--- src/rtl/serial_adder_pkg.sv ---
// Shared parameters and helpers for the bit-serial adder.
package serial_adder_pkg;

    localparam int DEFAULT_WIDTH = 8;

    // Counter must reach WIDTH itself, hence WIDTH+1 states.
    function automatic int cnt_width(input int width);
        return $clog2(width + 1);
    endfunction

endpackage

--- src/rtl/full_adder_bit.sv ---
// Combinational one-bit full adder cell.
module full_adder_bit (
    input  logic a,
    input  logic b,
    input  logic c_in,
    output logic sum,
    output logic c_out
);

    assign sum   = a ^ b ^ c_in;
    assign c_out = (a & b) | (a & c_in) | (b & c_in);

endmodule

--- src/rtl/serial_adder.sv ---
// Bit-serial adder: full-adder cell plus LSB-first result accumulator.
module serial_adder
    import serial_adder_pkg::*;
#(
    parameter  int WIDTH = DEFAULT_WIDTH,
    localparam int CW    = cnt_width(WIDTH)
) (
    input  logic             clk,
    input  logic             rst_n,
    input  logic             a,
    input  logic             b,
    input  logic             c_in,
    input  logic             clear,
    output logic             sum,
    output logic             c_out,
    output logic [WIDTH-1:0] result,
    output logic [CW-1:0]    bit_cnt,
    output logic             done,
    output logic             overflow
);

    full_adder_bit u_fa (
        .a     (a),
        .b     (b),
        .c_in  (c_in),
        .sum   (sum),
        .c_out (c_out)
    );

    assign done = (bit_cnt == CW'(WIDTH));

    // Sum bits enter at the MSB so the first (LSB) bit ends up at bit 0.
    always_ff @(posedge clk or negedge rst_n) begin
        if (!rst_n) begin
            result   <= '0;
            bit_cnt  <= '0;
            overflow <= 1'b0;
        end else if (clear) begin
            result   <= '0;
            bit_cnt  <= '0;
            overflow <= 1'b0;
        end else if (!done) begin
            result  <= {sum, result[WIDTH-1:1]};
            bit_cnt <= bit_cnt + CW'(1);
            if (bit_cnt == CW'(WIDTH - 1))
                overflow <= c_out;
        end
    end

endmodule

--- config.mk ---
export PLATFORM = sky130hd
export DESIGN_NAME = serial_adder
export DESIGN_NICKNAME = d
export VERILOG_FILES = /design/src/rtl/serial_adder_pkg.sv /design/src/rtl/full_adder_bit.sv /design/src/rtl/serial_adder.sv
export SDC_FILE = /design/constraint.sdc
export NUM_CORES = 1
export LEC_CHECK = 0
export CAP_MARGIN = 20
export CORE_MARGIN = 8
export CORE_UTILIZATION = 25
export DETAILED_ROUTE_END_ITERATION = 10
export GPL_ROUTABILITY_DRIVEN = 0
export GPL_TIMING_DRIVEN = 0
export SLEW_MARGIN = 20
export SYNTH_ARGS = -nofsm -noshare
export SYNTH_HDL_FRONTEND = slang
export SYNTH_HIERARCHICAL = 1
export SYNTH_SLANG_ARGS = --single-unit
--- constraint.sdc ---
create_clock -name clk -period 1.4 [get_ports clk]
set_input_delay 0.14 -clock clk [delete_from_list [all_inputs] [get_ports clk]]
set_output_delay 0.14 -clock clk [all_outputs]
set_load 0.005 [all_outputs]
# Word level (Yosys, flattened, before mapping)
# Cells that the tools add are included.
[totals] ff_bits=13 input_bits=6 ram_bits=0 romBits=0 word_cells=23 out_inout_bits=16 memories=0 latch_bits=0
[classes] shift=0 n_reduce_logical=2 n_eq_ne=3 div_mod_pow=0 order_cmp=0 bitwise_logic=7 n_mul=0 add_sub_neg=1 n_mux=7
[ops] cell="two-way mux 8 bit" n=2
[ops] cell="two-way mux 4 bit" n=2
[ops] cell="adder 4 x 1 -> 4 bit (second input constant)" n=1
[ops] cell="== test 4 x 3 -> 1 bit (second input constant)" n=1
[ops] cell="== test 4 bit (second input constant)" n=1
[ops] cell="bitwise AND 1 bit" n=3
[ops] cell="two-way mux 1 bit" n=3
[ops] cell="!= test 2 bit (second input constant)" n=1
[ops] cell="bitwise OR 1 bit" n=2
[ops] cell="AND reduction 2 bit" n=1
[ops] cell="nonzero test 2 bit" n=1
[ops] cell="XOR 1 bit" n=2

# Longest topological paths before layout
[logic_depth] ltp_word=6 ltp_mapped=7 depth_no_buf=6

# Hierarchy
# Netlist, hierarchy kept.
[modules_own_cells] module="serial_adder" seq_area_each_um2=325.3 cells_each=60 area_per_inst_um2=586.8 instances=1
[modules_own_cells] module="full_adder_bit" seq_area_each_um2=0.0 cells_each=1 area_per_inst_um2=20.0 instances=1

# Worst setup path after synthesis
# Ideal clock, no wire load.
[synth_timing] path_kind="reg2reg" start="register bit_cnt[0]" end="register bit_cnt[1]" stages_incl_launch_ff=8 n_path_buf=1 period_less_slack_ns=1.267 setup_slack_ns=0.133 t_arrival_ns=1.192 setup_ns=0.074 required_time_ns=1.326 cell_sequence="dfrtp_1 inv_1 ha_1 nand3b_4 inv_2 buf_6 nand2_1 a21oi_2"
[synth_via] elab_cells_between_ends=5 classes_between="add/sub (1); eq/ne (2); mux (2)"
[synth_lines] item="start: declaration" line_no="serial_adder.sv:17" source="output logic [CW-1:0] bit_cnt,"
[synth_lines] item="start signal: assignment" line_no="serial_adder.sv:44" source="bit_cnt <= bit_cnt + CW'(1);"
[synth_lines] item="== test 4 bit" line_no="serial_adder.sv:30" source="assign done = (bit_cnt == CW'(WIDTH));"
[synth_lines] item="net done" line_no="serial_adder.sv:18" source="output logic done,"
[synth_lines] item="!= test 2 bit (no line)"
# The timed path passes the listed nets, and every way through them passes these cells. The select of a mux whose other input is x is not followed.
# A chain may end at the register's enable or synchronous reset.

# Final worst setup path
[layout_timing] start="input port a" end="output port sum"
[layout_via] elab_chain_cells=2
[layout_rtl] item="start: declaration" line_no="serial_adder.sv:10" source="input logic a,"
[layout_rtl] item="XOR 1 bit (2 in series)" line_no="full_adder_bit.sv:10" source="assign sum = a ^ b ^ c_in;"
[layout_rtl] item="end: declaration" line_no="serial_adder.sv:14" source="output logic sum,"
# Every way passes these cells.

==> results.yml <==
global_routing:
  grtUsageTotal_pct: 8.155
  grt_max_degree: 14
  grt_pass1_wl_um: 2815
  grt-ovfl-total: 0
  antenna_found_initial: 0
  grt_pass1_vias: 616
synthesis:
  synth_adder_area_share_pct: 7.423
  synth_mux_area_share_pct: 1.649
  yosys_warnings: 6
  synth.distinct_cells: 18
  synthSimpleGateAreaFrac_pct: 21.24
  synth-xor-area-share_pct: 2.887
  syn_inst: 61
  synth_area_per_cell_um2: 9.948
  synth_top_family_by_area: "simple AND/OR/NAND/NOR gates"
  synth_compound_area_share_pct: 8.866
  ys_ff_latch: 13
  synth_area_um2: 606.8
  netlist_top_cells_area: "dfrtp_1, nand2_1, a21oi_1"
  syn_nets: 70
  synth_area_leader_cell: "dfrtp_1"
  synth.top_cell.area_share_pct: 53.61
  ys_seq_area_share_pct: 53.61
finish:
  final_nets: 107
  syn_to_final_growth_pct: 60.00
  n_antenna_cell: 0
  stdcell_count: 127
  drive_gt1_share_pct: 28.87
  final_cell_area_um2: 970.9
  utilization_pct: 40.67
setup_path:
  cp-startpoint: "a"
  r2r_slack_ps: 100
  path_class: "primary input to primary output"
  worst_setup_path_start_kind: "primary input"
  crit_slowest_cell: "fa_2"
  path_cells: "clkdlybuf4s50_1, fa_2, buf_2"
  r2r_end: "overflow"
  worstPathArrival_ps: 1210
  crit_path_end_kind: "primary output"
  cp.required_ps: 1260
  cp_max_fo: 2
  slowest_delay_ps: 540
  reg2reg_from: "bit_cnt[0]"
  r2r_cells: 6
drt:
  totalWireLength_um: 1579
  wl_per_cell_um: 12.43
  drc_errors: 0
  drtIter0Drc: 37
  postRouteAntennaNets: 0
  dr.pass1.iters: 4
  num_vias: 548
  viasPerCell: 4.315
die:
  core_area_mm2: 0.002387
  io-pin-count: 22
  die_area_mm2: 0.004260
  die_h_um: 65.27
  die_w_um: 65.27
  start_util_pct: 25.42
  num_rows: 18
sta:
  setup_tns_ps: 0
  fmax_mhz: 739.5
  relSlewSlack_pct: 59.58
  period_needed_ps: 1352
  fin_skew_ps: 5.174
  rsz0062_at_grt: "no"
  setup_viol: 0
  hold_viol_final: 0
  maxSlewViolCount: 0
  timing.final.crit_share_pct: 96.59
  tightest_slew_ps: 604.4
pwr:
  leakagePower_nw: 0.4474
  p_per_area_mw_per_mm2: 812.6
  irDropWorstVdd_mv: 0.5064
  finalPower_mw: 0.7890
clocking:
  clock-root-buffer: "clkbuf_4"
  cts_buffers: 3
  cts.sinks: 13
  cts_tree: "yes"
  cts_max_path_buffers: 2
  htree_levels: 1
  clk_pin_slew_ps: 80
  postCtsHoldBufs: 0
  worstSkewPairLatency_ps: 280
placed_design:
  dp_cells: 112
  io_buffers: 21
  postPlaceCellArea_um2: 854.6
  dp_hpwl_um: 1101
min_path:
  hold_path.class: "primary input to asynchronous set/reset pin"
job:
  maxCapViolations: 0
status:
  outcome: "completed"
layout make-up:
class | instances | area, µm²
repair buffers | 33 | 290.3
inverters | 3 | 11.26
clock buffers | 3 | 22.52
clock inverters | 1 | 5.005
fillers | 259 | 1416
flip-flops and latches | 13 | 327.8
plain buffers | 1 | 3.754
well taps | 30 | 37.54
multi-input cells | 43 | 272.8
routing by layer:
metal	track usage (%)	share of wire, %	vias to the layer above
li1	-	-	267
met5	0	0	-
met4	2.725	0.38	0
met2	13.53	49	21
met1	8.726	40	258
met3	4.252	11	2
registers in the layout, summed over array words and instances, names as in the netlist:
register,count
bit_cnt,4
overflow,1
result,8
power by group:
group / internal [mW] / leakage (nW) / switching (mW)
clock network: 0.106 / 0.0177 / 0.127
registers: 0.391 / 0.174 / 0.0125
logic: 0.0868 / 0.256 / 0.0655
worst max-delay path by stage:
stage	end	slack [ps]	cells past startpoint
after floorplan	bit_cnt[1]	130	7
after detailed placement	sum	-400	3
final	sum	50	3
after global placement	sum	-400	3
after global routing	result[3]	3	1
after CTS	bit_cnt[2]	1	1
layout by cell type, fill, tap and decap left out, drive strengths merged:
cell type / instances
clkinv: 1
buf: 15
nand3b: 3
a21oi: 10
mux2i: 1
clkdlybuf4s50: 14
dfrtp: 13
xnor2: 1
nand3: 1
clkbuf: 3
nor2: 3
fa: 1
nand2: 19
inv: 3
ha: 2
xor2: 1
dlygate4sd2: 5
nand2b: 1
per-stage QoR:
step	setup slack, ps	hold slack [ps]
floorplan	133.4	-155.6
global placement	-398.0	505.5
detailed placement	-396.4	514.9
CTS	1.197	249.0
global route	3.302	258.4
finish	47.79	234.4
synthesized netlist by cell type:
cell type  count
nand2_1       19
dfrtp_1       13
a21oi_1        9
nor2_1         3
ha_1           2
inv_1          2
nand3b_1       2
a21oi_2        1
buf_1          1
buf_6          1
fa_1           1
inv_2          1
mux2i_1        1
nand2b_1       1
nand3_1        1
nand3b_4       1
xnor2_1        1
xor2_1         1
cells by family after synthesis:
| group | count (synthesis) |
|---|---|
| xor+xnor | 2 |
| compound gates | 10 |
| buf+inv | 5 |
| flops | 13 |
| mux | 1 |
| fa+ha+maj | 3 |
| simple gates | 27 |
worst max-delay path: cells and delay by family:
kind | cells | cell delay (ps)
adder cells (fa/ha/maj) | 1 | 540
buffers and inverters | 2 | 530
timing repair:
action | CTS | global route
gates resized for setup | 18 | 4
gates cloned | 0 | 0
pin swaps | 2 | 1
endpoints found under the setup margin | 6 | 4
buffers inserted | 7 | 5
(Power assumes the default switching activity.)
